[src/rtl/instr_ctrl_pkg.sv]
// Shared constants for the instruction controller: state encodings, opcodes,
// PC source codes, instruction field positions and ALU status bit indices.
package instr_ctrl_pkg;

    typedef enum logic [2:0] {
        S_START0    = 3'd0,
        S_START1    = 3'd1,
        S_FETCH     = 3'd2,
        S_DECODE    = 3'd3,
        S_EXECUTE   = 3'd4,
        S_MEM       = 3'd5,
        S_WRITEBACK = 3'd6,
        S_HALT      = 3'd7
    } state_e;

    localparam logic [3:0] OP_NOP    = 4'h0;
    localparam logic [3:0] OP_ALU_RR = 4'h1;
    localparam logic [3:0] OP_ALU_RI = 4'h2;
    localparam logic [3:0] OP_BRA    = 4'h4;
    localparam logic [3:0] OP_BRR    = 4'h5;
    localparam logic [3:0] OP_LOD    = 4'h8;
    localparam logic [3:0] OP_STR    = 4'h9;
    localparam logic [3:0] OP_HLT    = 4'hF;

    localparam logic [1:0] PC_SEL_INC = 2'd0;
    localparam logic [1:0] PC_SEL_ABS = 2'd1;
    localparam logic [1:0] PC_SEL_REL = 2'd2;

    localparam int OPC_MSB = 31;
    localparam int OPC_LSB = 28;
    localparam int MM_MSB  = 27;
    localparam int MM_LSB  = 24;
    localparam int RD_MSB  = 23;
    localparam int RD_LSB  = 20;
    localparam int RS_MSB  = 19;
    localparam int RS_LSB  = 16;
    localparam int RT_MSB  = 15;
    localparam int RT_LSB  = 12;
    localparam int IMM_MSB = 15;
    localparam int IMM_LSB = 0;

    localparam int STAT_C = 3;
    localparam int STAT_V = 2;
    localparam int STAT_N = 1;
    localparam int STAT_Z = 0;

    function automatic logic is_branch(input logic [3:0] opcode);
        return (opcode == OP_BRA) || (opcode == OP_BRR);
    endfunction

endpackage

[src/rtl/instr_ctrl_br_cond.sv]
// Branch-taken flag: a branch with an empty mask is unconditional, otherwise
// it is taken when any masked ALU status bit is set.
module br_cond
    import instr_ctrl_pkg::*;
(
    input  logic [3:0] opcode,
    input  logic [3:0] mm,
    input  logic [3:0] stat,
    output logic       taken
);

    logic cond_hit;

    assign cond_hit = (mm[STAT_C] & stat[STAT_C]) |
                      (mm[STAT_V] & stat[STAT_V]) |
                      (mm[STAT_N] & stat[STAT_N]) |
                      (mm[STAT_Z] & stat[STAT_Z]);

    assign taken = is_branch(opcode) & ((mm == 4'd0) | cond_hit);

endmodule

[src/rtl/instr_ctrl.sv]
// Multi-cycle instruction sequencer; the state register is the only flop and
// all datapath controls decode combinationally from state and instruction.
//
// state     | meaning
// START0    | first cycle after reset, everything idle
// START1    | second idle cycle, lets the datapath settle
// FETCH     | load IR, advance PC
// DECODE    | resolve branches, pick the execution path
// EXECUTE   | ALU operation on latched operands
// MEM       | data-memory access (store writes here)
// WRITEBACK | register-file write
// HALT      | parked until reset
module instr_ctrl
    import instr_ctrl_pkg::*;
(
    input  logic        clk,
    input  logic        rst_f,
    input  logic [31:0] instr,
    input  logic [3:0]  stat,
    output logic [3:0]  read_rega,
    output logic [3:0]  read_regb,
    output logic [3:0]  write_reg,
    output logic        rf_we,
    output logic [3:0]  alu_op,
    output logic        alu_imm,
    output logic        stat_en,
    output logic        ir_load,
    output logic        pc_write,
    output logic [1:0]  pc_sel,
    output logic        mem_we,
    output logic        wb_sel,
    output logic [2:0]  state
);

    state_e     state_q, state_d;
    logic [3:0] opcode, mm, rd, rs, rt;
    logic       br_taken;
    logic       unused_imm;

    assign opcode     = instr[OPC_MSB:OPC_LSB];
    assign mm         = instr[MM_MSB:MM_LSB];
    assign rd         = instr[RD_MSB:RD_LSB];
    assign rs         = instr[RS_MSB:RS_LSB];
    assign rt         = instr[RT_MSB:RT_LSB];
    assign unused_imm = ^instr[IMM_MSB:IMM_LSB];

    br_cond u_br_cond (
        .opcode (opcode),
        .mm     (mm),
        .stat   (stat),
        .taken  (br_taken)
    );

    // Stores read the data register through port B, so rd replaces rt there.
    assign read_rega = rs;
    assign read_regb = (opcode == OP_STR) ? rd : rt;
    assign write_reg = rd;
    assign state     = state_q;

    always_comb begin
        state_d  = state_q;
        rf_we    = 1'b0;
        alu_op   = 4'd0;
        alu_imm  = 1'b0;
        stat_en  = 1'b0;
        ir_load  = 1'b0;
        pc_write = 1'b0;
        pc_sel   = PC_SEL_INC;
        mem_we   = 1'b0;
        wb_sel   = 1'b0;

        case (state_q)
            S_START0: state_d = S_START1;
            S_START1: state_d = S_FETCH;
            S_FETCH: begin
                ir_load  = 1'b1;
                pc_write = 1'b1;
                pc_sel   = PC_SEL_INC;
                state_d  = S_DECODE;
            end
            S_DECODE: begin
                if (br_taken) begin
                    pc_write = 1'b1;
                    pc_sel   = (opcode == OP_BRA) ? PC_SEL_ABS : PC_SEL_REL;
                end
                case (opcode)
                    OP_ALU_RR, OP_ALU_RI, OP_LOD, OP_STR: state_d = S_EXECUTE;
                    OP_HLT:                               state_d = S_HALT;
                    OP_NOP, OP_BRA, OP_BRR:               state_d = S_FETCH;
                    default:                              state_d = S_FETCH;
                endcase
            end
            S_EXECUTE: begin
                alu_op  = mm;
                alu_imm = (opcode == OP_ALU_RI) || (opcode == OP_LOD) || (opcode == OP_STR);
                stat_en = (opcode == OP_ALU_RR) || (opcode == OP_ALU_RI);
                state_d = ((opcode == OP_LOD) || (opcode == OP_STR)) ? S_MEM : S_WRITEBACK;
            end
            S_MEM: begin
                mem_we  = (opcode == OP_STR);
                state_d = (opcode == OP_LOD) ? S_WRITEBACK : S_FETCH;
            end
            S_WRITEBACK: begin
                wb_sel  = (opcode == OP_LOD);
                rf_we   = (rd != 4'd0);
                state_d = S_FETCH;
            end
            S_HALT:  state_d = S_HALT;
            default: state_d = S_START0;
        endcase

        // An instruction cut short by reset must not commit any side effect.
        if (!rst_f) begin
            rf_we    = 1'b0;
            mem_we   = 1'b0;
            pc_write = 1'b0;
            ir_load  = 1'b0;
            stat_en  = 1'b0;
        end
    end

    always_ff @(posedge clk) begin
        if (!rst_f) state_q <= S_START0;
        else        state_q <= state_d;
    end

endmodule

[config.mk]
export PLATFORM = sky130hd
export DESIGN_NAME = instr_ctrl
export DESIGN_NICKNAME = d
export VERILOG_FILES = /design/src/rtl/instr_ctrl_pkg.sv /design/src/rtl/instr_ctrl_br_cond.sv /design/src/rtl/instr_ctrl.sv
export SDC_FILE = /design/constraint.sdc
export NUM_CORES = 1
export LEC_CHECK = 0
export ABC_AREA = 1
export CAP_MARGIN = 0
export CORE_UTILIZATION = 30
export CTS_CLUSTER_DIAMETER = 30
export DETAILED_ROUTE_END_ITERATION = 7
export PLACE_DENSITY = 0.93
export SLEW_MARGIN = 10
export SYNTH_ARGS = -nofsm -noshare
export SYNTH_HDL_FRONTEND = slang
export SYNTH_SLANG_ARGS = --single-unit
[constraint.sdc]
create_clock -name clk -period 3 [get_ports clk]
set_input_delay 0.6 -clock clk [delete_from_list [all_inputs] [get_ports clk]]
set_output_delay 0.6 -clock clk [all_outputs]
set_load 0.02 [all_outputs]
==> impl_metrics.tcl, run 1 <==
set metrics [dict create \
    synth-edff-count 0 \
    grt_start_max_net_pins 9 \
    grt_usage_pct 17.3 \
    slowest_stage "clkdlybuf4s50_1" \
    cts_buffer_depth 2 \
    synth_most_common_cell "nand2_1" \
    cap_violations 0 \
    vias 878 \
    synth_common_cells "38 x nand2_1, 22 x nor2_1, 16 x inv_1" \
    layout_min_cycle_time_ns 2.91 \
    crit_top_cell "clkdlybuf4s50_1" \
    hold_end "state[0]" \
    core_area_sq_um 1800 \
    synth_top_area_share_pct 23.8 \
    whs_ns 0.649 \
    cpLargestDelayFamily "buffers and inverters" \
    post_drt_wl_per_cell_um 10.0 \
    cts.clk_slew.worst_paths_ns 0.04 \
    yosysTopAreaCell "nand2_1" \
    place_area_sq_um 1070 \
    synth_ff_type "dfxtp_1" \
    crit_arrival_ns 2.31 \
    cts_setup_buffers 0 \
    power.leakage_nw 0.640 \
    clk_latency_ns 0.23 \
    skew_ns 0.00349 \
    ff2ff_setup_slack_ns 1.87 \
    crit_required_ns 2.40 \
    maxSlewViolCount 0 \
    synth.area.top_cells "nand2_1 24%, nor2_1 14%, nand3_1 12%" \
    grt_pass1_vias 767 \
    stdcell_count 188 \
    rr_worst_depth 7 \
    power_density_nw_per_um2 216 \
    h-tree-depth 1 \
    dpl.cell_count 184 \
    end_kind "primary output" \
    largest_reg_flops 3 \
    antenna_found_initial 0 \
    whs_path_depth 4 \
    nNetsFinal 206 \
    run_status "finished, final reports clean" \
    r2r_start "state[1]" \
    fmax_mhz 344 \
    io_pins 66 \
    hold_class "flip-flop to flip-flop" \
    setup_viol 0 \
    fin_area_sq_um 1110 \
    clockRootBuffer "clkbuf_4" \
    async_reset_ff_share_pct 0 \
    vias_per_cell 4.67 \
    critPathKind "primary input to primary output" \
    hp-start "state[1]" \
    synth_area_sq_um 599 \
    first_pass_iters 4 \
    hpwl_um 1620 \
    drc_errors 0 \
    cp_num_buf_inv 4 \
    cts_made_buffers 3 \
    cts.sinks 3 \
    grt_overflow 0 \
    wl_um 1880 \
    synth_cell_types 16 \
    cpPeakStageDelay_ns 0.62 \
    yosys_register_bits 3 \
    irDropWorstVdd_mv 0.168 \
    worstReg2RegEnd "state[2]" \
    relSlewSlack_pct 81.1 \
    yosysSeqAreaShare_pct 10.0 \
    start_util_pct 33.3 \
    grt_pass1_wl_um 2780 \
    place_congestion 0.845 \
    cts_tree "yes" \
    antenna_cells 0 \
    syn_area_per_cell_sq_um 5.17 \
    drive_gt1_share_pct 9.20 \
    cts-hold-fix-buffers 0 \
    num_rows 15 \
    crit_chain "clkdlybuf4s50_1 > inv_1 > ha_1 > buf_4 > nand3_1 > nor2_1 > clkdlybuf4s50_1" \
    hold_viol 0 \
    ys.warnings.count 0 \
    cp-start-kind "primary input" \
    design.die.area_sq_um 2180 \
    initialDrtViolationCount 10 \
    min_period_over_period_pct 96.9 \
    die_y_um 46.7 \
    rsz0062_at_grt "no" \
    crit_fanout 3 \
    worst_slew_pin_slew_ns 0.283 \
    die_w_um 46.7 \
    synthToLayoutAreaGrowth_pct 85.6 \
    ant_nets 0 \
    portBuffers 45 \
    synthCells 116 \
    synth_nets 158 \
]
-- routing by layer --
layer	routed length [um]	vias to the layer above	GRT usage (%)
met2	1040	28	36.4
met5	0	-	0
met3	127	0	4.31
met1	715	404	16.6
met4	0	0	2.29
li1	-	446	-
-- logic make-up (layout without fill, tap and decap cells) --
group,after synthesis,count (layout),share of synthesized area (%)
and+or+nand+nor,79,79,56.0
AOI/OAI and AO/OA,4,4,4.38
adders and majority gates,4,4,8.35
DFF,3,3,10.0
buffers and inverters,26,73,21.3
-- through the flow --
| stage | setup TNS, ns | utilization (%) | power, W | setup slack [ns] |
|---|---|---|---|---|
| 2_1_floorplan | 0 | - | 0.000113 | 0.832 |
| 3_3_place_gp | 0 | 59.2 | 0.000168 | 0.00661 |
| 3_5_place_dp | -0.0656 | 59.2 | 0.000172 | -0.0448 |
| 4_1_cts | 0 | 60.5 | 0.000245 | 0.0117 |
| 5_1_grt | 0 | 61.7 | 0.000262 | 0.000843 |
| 6_report | 0 | 61.7 | 0.000241 | 0.0922 |
-- layout make-up --
cell class                 instances  area [sq um]
fill                             165           689
tap                               25          31.3
clock buffer                       4          26.3
sequential                         3          60.1
multi-input combinational         87           412
inverter                          18          67.6
timing repair buffer              51           515
-- repair_timing --
item,4_1_cts,5_1_grt
setup endpoints to repair,2,8
pin swaps,0,0
gates resized for setup,2,9
-- report_power, final --
| group | internal (W) | switching [W] |
|---|---|---|
| combinational | 0.0000623 | 0.0000606 |
| clock | 0.0000498 | 0.0000206 |
| sequential | 0.0000432 | 0.00000395 |
-- worst max-delay path by stage --
stage,startpoint,endpoint,cells past startpoint
floorplan,instr[29],pc_sel[0],8
CTS,instr[28],alu_imm,9
global route,instr[28],wb_sel,7
finish,instr[28],wb_sel,7
global placement,instr[28],pc_sel[1],10
detailed placement,instr[28],pc_sel[1],10
-- cell usage in the layout (no fill, tap or decap) --
cell	synthesis	final
a211oi_1	1	1
a21oi_1	1	1
a21oi_2	1	1
buf_4	8	6
clkbuf_1	0	1
clkbuf_4	0	3
clkdlybuf4s50_1	0	34
dfxtp_1	3	3
dlygate4sd2_1	0	2
dlymetal6s2s_1	0	9
ha_1	4	4
inv_1	16	16
inv_2	2	2
nand2_1	38	38
nand3_1	14	14
nand4_1	1	1
nor2_1	22	22
nor2_2	1	1
nor2_4	2	2
nor3_1	1	1
o21ai_0	1	1
-- worst register-to-register path, cell delays in order (launching register included) --
cell	delay, ns
dfxtp_1	0.39
inv_1	0.09
nor2_1	0.24
nor2_1	0.08
nand2_1	0.07
nand3_1	0.07
nand2_1	0.06
inv_1	0.04
No activity file was read; power rests on OpenSTA's default activity.
==> inputs of run 2 (changes only) <==
--- a/config.mk
+++ b/config.mk
@@ -10,7 +10,7 @@
 export CORE_UTILIZATION = 30
 export CTS_CLUSTER_DIAMETER = 30
 export DETAILED_ROUTE_END_ITERATION = 7
-export PLACE_DENSITY = 0.93
+export PLACE_DENSITY = 0.9
 export SLEW_MARGIN = 10
 export SYNTH_ARGS = -nofsm -noshare
 export SYNTH_HDL_FRONTEND = slang
==> run 2 against run 1 <==
Net effect: die area stayed put; cell count fell by 0.53%; first-iteration DRC count grew to 2.5 times the previous value; worst setup slack gained 0.016 ns; sequential share of layout area hardly changed; global-route usage grew 1.6 points; flip-flop and latch count unchanged; combinational power hardly changed; design area shrank 0.90%; routed wire length increased by 6.6%; worst hold slack better by 0.012 ns; critical endpoint is now mem_we; largest cell class unchanged.
==> impl_metrics.tcl, run 2 (synthesis results as in run 1) <==
set metrics [dict create \
    run_status "finished, final reports clean" \
    place_area_sq_um 1060 \
    seqPwrFrac_pct 19.5 \
    layout_min_cycle_time_ns 2.89 \
    setup_tns_ns 0 \
    ant_nets 0 \
    grt_overflow 0 \
    die_y_um 46.7 \
    crit_required_ns 2.40 \
    whs_path_depth 4 \
    worst_slew_pin_slew_ns 0.299 \
    vias 886 \
    io_pins 66 \
    combinationalPowerShare_pct 51.0 \
    hpwl_um 1730 \
    hp-start "state[1]" \
    worstReg2RegEnd "state[2]" \
    hold_viol 0 \
    cts-hold-fix-buffers 0 \
    end_kind "primary output" \
    cts.clk_slew.worst_paths_ns 0.04 \
    h-tree-depth 1 \
    clockRootBuffer "clkbuf_4" \
    cts_setup_buffers 0 \
    place_congestion 0.826 \
    cts_buffer_depth 2 \
    crit_fanout 6 \
    irDropWorstVdd_mv 0.144 \
    grt_pass1_wl_um 3020 \
    final_cell_mix "38 x nand2_1, 35 x clkdlybuf4s50_1, 22 x nor2_1" \
    whs_ns 0.661 \
    drive_gt1_share_pct 8.64 \
    power.leakage_nw 0.616 \
    fin_area_sq_um 1100 \
    crit_start "instr[28]" \
    cts_tree "yes" \
    drc_errors 0 \
    relSlewSlack_pct 80.0 \
    post_drt_wl_per_cell_um 10.7 \
    cts_made_buffers 3 \
    maxSlewViolCount 0 \
    nNetsFinal 205 \
    p_int_w 0.000155 \
    slowest_stage "clkdlybuf4s50_1" \
    wl_met2_um 1100 \
    first_pass_iters 4 \
    critPathKind "primary input to primary output" \
    grt_pass1_vias 826 \
    die_w_um 46.7 \
    synthToLayoutAreaGrowth_pct 83.9 \
    num-fill-cells 183 \
    finish.utilization_pct 61.2 \
    power_density_nw_per_um2 220 \
    p_switching_w 0.0000875 \
    hold_class "flip-flop to flip-flop" \
    hold_end "state[0]" \
    wl_um 2010 \
    num_rows 15 \
    routed.top_layer "met4" \
    r2r_start "state[1]" \
    portBuffers 45 \
    met1_length_um 712 \
    crit_arrival_ns 2.29 \
    cap_violations 0 \
    cts.sinks 3 \
    crit_chain "clkdlybuf4s50_1 > ha_1 > buf_4 > nand2_1 > nor2_1 > clkdlybuf4s50_1" \
    initialDrtViolationCount 25 \
    switching_share_pct 36.1 \
    crit_top_cell "clkdlybuf4s50_1" \
    clk_latency_ns 0.24 \
    vias_per_cell 4.74 \
    min_period_over_period_pct 96.4 \
    skew_ns 0.00337 \
    rsz0062_at_grt "no" \
    design.die.area_sq_um 2180 \
    fmax_mhz 346 \
    ff2ff_setup_slack_ns 1.86 \
    largest_reg_flops 3 \
    final_common_cell "nand2_1" \
    clkPwrFrac_pct 29.5 \
    antenna_found_initial 0 \
    start_util_pct 33.3 \
    grt_start_max_net_pins 9 \
    setup_viol 0 \
    core_area_sq_um 1800 \
    grt_usage_pct 18.9 \
    wl_met3_um 176 \
    rr_worst_depth 7 \
    antenna_cells 0 \
    cp-start-kind "primary input" \
    cpPeakStageDelay_ns 0.61 \
]
run 2: cell count changes in the layout (fill, tap and decap cells not counted), sizes merged:
cell / delta
dlymetal6s2s: -1
clkdlybuf4s50: +1
buf: -1
run 2: critical path, delay by kind of cell:
family	cells	cell delay, ns
adder cells (fa/ha/maj)	1	0.18
buffers and inverters	3	1.26
AND/OR/NAND/NOR	2	0.26
run 2: power groups by stage:
stage          logic (W)  clock network (W)  registers (W)
2_1_floorplan  0.0000622                  0      0.0000508
3_3_place_gp    0.000119                  0      0.0000474
3_5_place_dp    0.000124                  0      0.0000478
4_1_cts         0.000125          0.0000705      0.0000471
5_1_grt         0.000133          0.0000738      0.0000476
6_report        0.000124          0.0000715      0.0000472
run 2: timing repair:
| action | CTS | global route |
|---|---|---|
| hold endpoints to repair | 0 | 0 |
| endpoints found under the setup margin | 2 | 8 |
| resized for setup | 2 | 8 |
run 2: through the flow:
step | power [W] | setup WS [ns] | std cells
final | 0.000242 | 0.108 | 187
after global routing | 0.000254 | 0.00463 | 187
after CTS | 0.000242 | 0.00864 | 187
after detailed placement | 0.000172 | -0.0437 | 183
after global placement | 0.000167 | 0.00720 | 183
after floorplan | 0.000113 | 0.832 | 116
run 2: how the worst max path moves through the flow:
stage                    to  slack (ns)  cells past startpoint
3_5_place_dp      pc_sel[1]       -0.04                     10
5_1_grt             stat_en       0.005                      6
3_3_place_gp      pc_sel[1]       0.007                     10
4_1_cts        read_regb[2]       0.009                      8
6_report             mem_we        0.11                      6
2_1_floorplan     pc_sel[0]        0.83                      8
run 2: area by class of cell:
type / count / area (sq um) / share of cell area (%)
tap: 25 / 31.3 / 2.84
inverter: 18 / 67.6 / 6.13
sequential: 3 / 60.1 / 5.45
clock buffer: 4 / 26.3 / 2.38
timing repair buffer: 50 / 505 / 45.9
multi-input combinational: 87 / 412 / 37.3
run 2: metal layers:
layer | vias up | GRT usage [%]
met4 | 0 | 5.14
met1 | 393 | 16.9
met5 | - | 0
li1 | 444 | -
met2 | 46 | 41.9
met3 | 3 | 1.96
